## config.mk

```make
export PLATFORM = sky130hd
export DESIGN_NAME = cp0_unit
export DESIGN_NICKNAME = d
export VERILOG_FILES = /design/src/rtl/cp0_pkg.sv /design/src/rtl/cp0_int_pend.sv /design/src/rtl/cp0_unit.sv
export SDC_FILE = /design/constraint.sdc
export NUM_CORES = 1
export LEC_CHECK = 0
export ABC_AREA = 1
export BUFFER_PORTS_ARGS = -buffer_cell sky130_fd_sc_hd__buf_2
export CAP_MARGIN = 20
export CORE_MARGIN = 5
export CORE_UTILIZATION = 40
export CTS_CLUSTER_SIZE = 28
export DETAILED_ROUTE_END_ITERATION = 12
export HOLD_SLACK_MARGIN = 0.12
export PLACE_DENSITY = 0.67
export SKIP_CTS_REPAIR_TIMING = 1
export SLEW_MARGIN = 20
export SYNTH_ARGS = -nofsm -noshare
export SYNTH_HDL_FRONTEND = slang
export SYNTH_SLANG_ARGS = --single-unit
```

## constraint.sdc

```tcl
create_clock -name clk -period 2.33 [get_ports clk]
set_input_delay 0.466 -clock clk [delete_from_list [all_inputs] [get_ports clk]]
set_output_delay 0.466 -clock clk [all_outputs]
set_load 0.1 [all_outputs]
```

## src/rtl/cp0_pkg.sv

```systemverilog
// Shared CP0 definitions: register numbers, exception codes and SR/Cause field positions.
// Pure declarations; no latency and no backpressure.
package cp0_pkg;

    localparam logic [4:0] REG_SR    = 5'd12;
    localparam logic [4:0] REG_CAUSE = 5'd13;
    localparam logic [4:0] REG_EPC   = 5'd14;
    localparam logic [4:0] REG_PRID  = 5'd15;

    localparam logic [4:0] EXC_INT     = 5'd0;
    localparam logic [4:0] EXC_ADEL    = 5'd4;
    localparam logic [4:0] EXC_ADES    = 5'd5;
    localparam logic [4:0] EXC_SYSCALL = 5'd8;
    localparam logic [4:0] EXC_RI      = 5'd10;
    localparam logic [4:0] EXC_OV      = 5'd12;

    localparam int SR_IE       = 0;
    localparam int SR_EXL      = 1;
    localparam int SR_IM_SW_LO = 8;
    localparam int SR_IM_LO    = 10;
    localparam int CAUSE_EXC_LO   = 2;
    localparam int CAUSE_IP_SW_LO = 8;
    localparam int CAUSE_IP_LO    = 10;
    localparam int CAUSE_BD       = 31;

endpackage

```

## src/rtl/cp0_int_pend.sv

```systemverilog
// Pending-interrupt evaluation: any unmasked pending line while IE=1 and EXL=0.
// Purely combinational; no backpressure.
module cp0_int_pend
    import cp0_pkg::*;
(
    input  logic [7:0] pend,
    input  logic [7:0] mask,
    input  logic       ie,
    input  logic       exl,
    output logic       int_req
);

    assign int_req = (|(pend & mask)) & ie & ~exl;

endmodule

```

## src/rtl/cp0_unit.sv

```systemverilog
// CP0 register file and exception/interrupt arbitration; req is same-cycle, state updates next edge.
// No backpressure. Software interrupt bits IP/IM[9:8] exist only with CP0_SW_INT_EN defined.
module cp0_unit
    import cp0_pkg::*;
#(
    parameter logic [31:0] PRID_VAL = 32'h0000_0000
) (
    input  logic        clk,
    input  logic        reset,
    input  logic [4:0]  sel,
    input  logic        we,
    input  logic [31:0] wdata,
    output logic [31:0] rdata,
    input  logic [31:0] vpc,
    input  logic        bd,
    input  logic [4:0]  exc_code,
    input  logic [5:0]  hw_int,
    input  logic        eret,
    output logic        req,
    output logic [31:0] epc_out
);

    logic [5:0]  im_hw;
    logic [1:0]  im_sw;
    logic        exl;
    logic        ie;
    logic        bd_r;
    logic [5:0]  ip_hw;
    logic [1:0]  ip_sw;
    logic [4:0]  exc_r;
    logic [31:0] epc;

    logic        int_req;
    logic        exc_req;
    logic [31:0] epc_entry;
    logic [31:0] sr_val;
    logic [31:0] cause_val;
    logic        mtc0_epc;

    cp0_int_pend u_int_pend (
        .pend    ({hw_int, ip_sw}),
        .mask    ({im_hw, im_sw}),
        .ie      (ie),
        .exl     (exl),
        .int_req (int_req)
    );

    assign exc_req = (exc_code != 5'd0) & ~exl;
    assign req     = int_req | exc_req;

    assign epc_entry = bd ? (vpc - 32'd4) : vpc;
    assign mtc0_epc  = we & (sel == REG_EPC) & ~req;
    assign epc_out   = mtc0_epc ? {wdata[31:2], 2'b00} : epc;

    assign sr_val    = {16'b0, im_hw, im_sw, 6'b0, exl, ie};
    assign cause_val = {bd_r, 15'b0, ip_hw, ip_sw, 1'b0, exc_r, 2'b00};

    always_comb begin
        rdata = 32'h0;
        case (sel)
            REG_SR:    rdata = sr_val;
            REG_CAUSE: rdata = cause_val;
            REG_EPC:   rdata = epc;
            REG_PRID:  rdata = PRID_VAL;
            default:   rdata = 32'h0;
        endcase
    end

    always_ff @(posedge clk) begin
        if (reset) begin
            im_hw <= '0;
            exl   <= 1'b0;
            ie    <= 1'b0;
            bd_r  <= 1'b0;
            ip_hw <= '0;
            exc_r <= '0;
            epc   <= '0;
        end else begin
            ip_hw <= hw_int;
            if (req) begin
                exl   <= 1'b1;
                bd_r  <= bd;
                exc_r <= int_req ? EXC_INT : exc_code;
                epc   <= epc_entry & ~32'h3;
            end else begin
                if (we && sel == REG_SR) begin
                    im_hw <= wdata[SR_IM_LO +: 6];
                    exl   <= wdata[SR_EXL];
                    ie    <= wdata[SR_IE];
                end
                if (mtc0_epc)
                    epc <= {wdata[31:2], 2'b00};
                // eret is ordered after mtc0 SR so it wins on a same-cycle EXL write
                if (eret)
                    exl <= 1'b0;
            end
        end
    end

`ifdef CP0_SW_INT_EN
    always_ff @(posedge clk) begin
        if (reset) begin
            im_sw <= '0;
            ip_sw <= '0;
        end else if (we && !req) begin
            if (sel == REG_SR)
                im_sw <= wdata[SR_IM_SW_LO +: 2];
            if (sel == REG_CAUSE)
                ip_sw <= wdata[CAUSE_IP_SW_LO +: 2];
        end
    end
`else
    assign im_sw = 2'b00;
    assign ip_sw = 2'b00;
`endif

endmodule

```

==> flow_results.xml <==
<?xml version="1.0" encoding="UTF-8"?>
<metrics>
  <group name="drt">
    <metric name="vias" unit="">4545</metric>
    <metric name="route.detailed.vias_per_inst" unit="">4.995</metric>
    <metric name="dr.pass1.iters" unit="">7</metric>
    <metric name="post-route-drc-count" unit="">0</metric>
    <metric name="drt_first_iter_violations" unit="">233</metric>
    <metric name="routedWlPerCell" unit="um">15.10</metric>
    <metric name="antenna_left" unit="">0</metric>
    <metric name="drt-total-wl" unit="um">13740</metric>
  </group>
  <group name="sta">
    <metric name="slew_headroom" unit="%">62.77</metric>
    <metric name="report.final.slew_viol_count" unit="">0</metric>
    <metric name="rsz0062_at_grt" unit="">yes</metric>
    <metric name="timing.final.setup_violations" unit="">0</metric>
    <metric name="period_needed" unit="ps">2296</metric>
    <metric name="clock.fmax" unit="MHz">435.5</metric>
    <metric name="clock_skew" unit="ps">7.045</metric>
    <metric name="tightest_slew" unit="ps">558.4</metric>
    <metric name="final_min_period_over_clock_period" unit="%">98.56</metric>
    <metric name="finalHoldViolCount" unit="">0</metric>
    <metric name="layout_setup_ws" unit="ps">33.55</metric>
    <metric name="final.hold.worst_slack" unit="ps">368.5</metric>
  </group>
  <group name="clock_network">
    <metric name="cts.htree.levels" unit="">2</metric>
    <metric name="maximum_root_to_sink_buffer_count" unit="">2</metric>
    <metric name="clk_pin_slew" unit="ps">90</metric>
    <metric name="clock_tree.root_cell" unit="">clkbuf_8</metric>
    <metric name="cts_sinks" unit="">52</metric>
    <metric name="cts-buffers-inserted" unit="">5</metric>
    <metric name="clkLatencyLatePin" unit="ps">300</metric>
    <metric name="cts_tree" unit="">done</metric>
  </group>
  <group name="synthesis">
    <metric name="syn_inst" unit="">628</metric>
    <metric name="seq_area_frac_synth" unit="%">26.68</metric>
    <metric name="post_synth_instance_area" unit="um2">3901</metric>
    <metric name="synth-warning-count" unit="">0</metric>
    <metric name="synth_top_area_share" unit="%">26.68</metric>
    <metric name="synth_top_cell_by_area" unit="">dfxtp_1</metric>
    <metric name="yosys-top-cells-area" unit="">dfxtp_1 27%, nand2_1 12%, inv_1 11%</metric>
    <metric name="yosys.cell_types.count" unit="">33</metric>
    <metric name="ys_seq_elements" unit="">52</metric>
    <metric name="synth_nets" unit="">714</metric>
    <metric name="postSynthAreaPerCell" unit="um2">6.212</metric>
  </group>
  <group name="floorplan">
    <metric name="floorplan.rows" unit="">36</metric>
    <metric name="initial_utilization" unit="%">40.47</metric>
    <metric name="die_h" unit="um">108.8</metric>
    <metric name="floorplan.die_area" unit="um2">11830</metric>
    <metric name="boundaryPins" unit="">150</metric>
    <metric name="core" unit="um2">9639</metric>
    <metric name="die_width" unit="um">108.8</metric>
  </group>
  <group name="final_layout">
    <metric name="diodes" unit="">0</metric>
    <metric name="final_area" unit="um2">6222</metric>
    <metric name="design.final.nets" unit="">862</metric>
    <metric name="areaGrowthSynthToFinish" unit="%">59.49</metric>
    <metric name="area.sequential" unit="um2">1042</metric>
    <metric name="multi_input_area" unit="um2">2489</metric>
    <metric name="fill_cell_total_of_the_finished_layout" unit="">861</metric>
    <metric name="layout-drive-gt1-share" unit="%">31.79</metric>
  </group>
  <group name="worst_setup_path">
    <metric name="worst_setup_path_start_kind" unit="">input port</metric>
    <metric name="criticalPathCategory" unit="">in2out</metric>
    <metric name="worst_ep_required_time" unit="ps">1860</metric>
    <metric name="cp_data_arrival_time" unit="ps">1830</metric>
    <metric name="crit_path_end_kind" unit="">output pin</metric>
    <metric name="timing.critical_path.slowest_cell_delay" unit="ps">250</metric>
    <metric name="crit_path_top_delay_cell" unit="">nor2_4</metric>
    <metric name="crit_chain" unit="">buf_2 &gt; inv_1 &gt; nor2_4 &gt; nand2_2 &gt; nor2_4 &gt; nand3_4 &gt; buf_12 &gt; nand2_1 &gt; and2_4 &gt; buf_12</metric>
    <metric name="worstPathMaxFanout" unit="">24</metric>
  </group>
  <group name="power_and_ir_drop">
    <metric name="peak_supply_drop" unit="mV">0.2748</metric>
    <metric name="cellPowerDensity" unit="nW/um2">469.8</metric>
    <metric name="total_leakage_power" unit="nW">2.986</metric>
  </group>
  <group name="placed_design">
    <metric name="dpl_ws" unit="ps">30.19</metric>
    <metric name="finalWeightedCongestion" unit="">0.9469</metric>
    <metric name="dpl-instance-area" unit="um2">6016</metric>
    <metric name="numPortBuffers" unit="">147</metric>
    <metric name="hpwl" unit="um">11100</metric>
  </group>
  <group name="grt">
    <metric name="grt_max_degree" unit="">31</metric>
    <metric name="grt_remaining_overflow" unit="">0</metric>
    <metric name="antenna_found_initial" unit="">0</metric>
    <metric name="grt_usage" unit="%">22.32</metric>
    <metric name="first_global_vias" unit="">4377</metric>
    <metric name="grt_first_pass_wirelength" unit="um">20980</metric>
  </group>
  <group name="run">
    <metric name="drv.max_cap_violation_count" unit="">0</metric>
  </group>
  <group name="outcome">
    <metric name="outcome" unit="">complete, no violations</metric>
  </group>
  <group name="min_path">
    <metric name="worstHoldPathType" unit="">in2reg</metric>
  </group>
</metrics>
[stage by stage]
step | cells | power, W | setup TNS (ps) | utilization [%]
2_1_floorplan | 628 | 0.001762 | -8644 | -
3_3_place_gp | 900 | 0.002215 | 0 | 62.41
3_5_place_dp | 900 | 0.002232 | 0 | 62.41
4_1_cts | 908 | 0.002900 | 0 | 63.72
5_1_grt | 910 | 0.003026 | -1028 | 64.55
6_report | 910 | 0.002923 | 0 | 64.55
[layout make-up]
cell class,instances,share of cell area (%)
Sequential cell,52,16.75
Clock inverter,1,0.4826
Multi-Input combinational cell,434,40.00
Timing Repair Buffer,165,31.43
Inverter,118,7.118
Tap cell,133,2.674
Clock buffer,7,1.548
[cell usage after synthesis]
| master | number |
|---|---|
| nand2_1 | 125 |
| inv_1 | 116 |
| nor2_1 | 81 |
| nand3_1 | 60 |
| dfxtp_1 | 52 |
| nand4_1 | 43 |
| and2_1 | 30 |
| o21ai_1 | 18 |
| buf_4 | 11 |
| xor2_1 | 11 |
| a21oi_1 | 7 |
| nor2_2 | 7 |
| o21ai_0 | 7 |
| nor2_4 | 6 |
| nor3_1 | 6 |
| o221ai_1 | 6 |
| o22ai_1 | 6 |
| buf_6 | 5 |
| nand2_4 | 5 |
| buf_2 | 4 |
| clkbuf_1 | 4 |
| xnor2_1 | 4 |
| nand2_2 | 3 |
| nand3_4 | 2 |
| a21oi_4 | 1 |
| clkinv_1 | 1 |
| ha_1 | 1 |
| inv_2 | 1 |
| nand3_2 | 1 |
| nand3b_1 | 1 |
| nor2_8 | 1 |
| o21bai_1 | 1 |
| or2_2 | 1 |
[cell families after synthesis]
kind of cell,share of synthesized area [%]
buf+inv,15.81
flops,26.68
fa+ha+maj,0.3207
simple gates,46.79
compound gates,7.024
xor+xnor,3.367
[final timing paths]
check / startpoint / slack, ps / depth (start not counted) / end
max: sel[1] / 30 / 10 / epc_out[10]
min: hw_int[5] / 370 / 3 / ip_hw[5]$_SDFF_PP0_
max reg2reg: im_hw[5]$_SDFFE_PP0P_ / 590 / 11 / epc[5]$_SDFF_PP0_
min reg2reg: bd_r$_SDFFE_PP0N_ / 460 / 2 / bd_r$_SDFFE_PP0N_
[power by group]
group / leakage, nW / internal (W) / total, W / switching, W
sequential: 0.429 / 0.000954 / 0.000973 / 0.0000192
clock: 0.0645 / 0.000379 / 0.000678 / 0.000299
combinational: 2.49 / 0.000451 / 0.00127 / 0.000820
[state kept, by name (all words and copies together) (netlist names)]
signal  count
im_hw       6
ie          1
exc_r       5
bd_r        1
epc        32
ip_hw       6
exl         1
[placed cells by master (no fill, tap or decap), types with 2 or more instances in the layout]
cell type  count
nor2_2         8
o22ai_2        2
buf_2         82
a21oi_1        7
xor2_1        11
dfxtp_1       51
nor3_1         6
nor2_1        80
nand3_4        2
o21ai_0        5
o22ai_4        4
buf_12        72
inv_1        116
nand3_1       60
nand4_1       43
and2_2         4
buf_4          9
and2_4        26
o21ai_1       19
clkbuf_8       7
xnor2_1        4
nand2_4        6
nor2_4         6
nand2_2        3
o221ai_4       5
nand2_1      124
[worst max-delay path, delay by kind of cell]
| kind | cells | cell delay (ps) |
|---|---|---|
| simple gates | 6 | 830 |
| buf+inv | 4 | 530 |
[routing by layer]
layer | up-vias | GRT usage [%] | wire, um
li1 | 2277 | - | -
met1 | 2063 | 29.09 | 5801
met2 | 180 | 38.17 | 6777
met3 | 25 | 2.842 | 802
met4 | 0 | 7.304 | 363
met5 | - | 0 | 0
No activity file was read; power rests on OpenSTA's default activity.
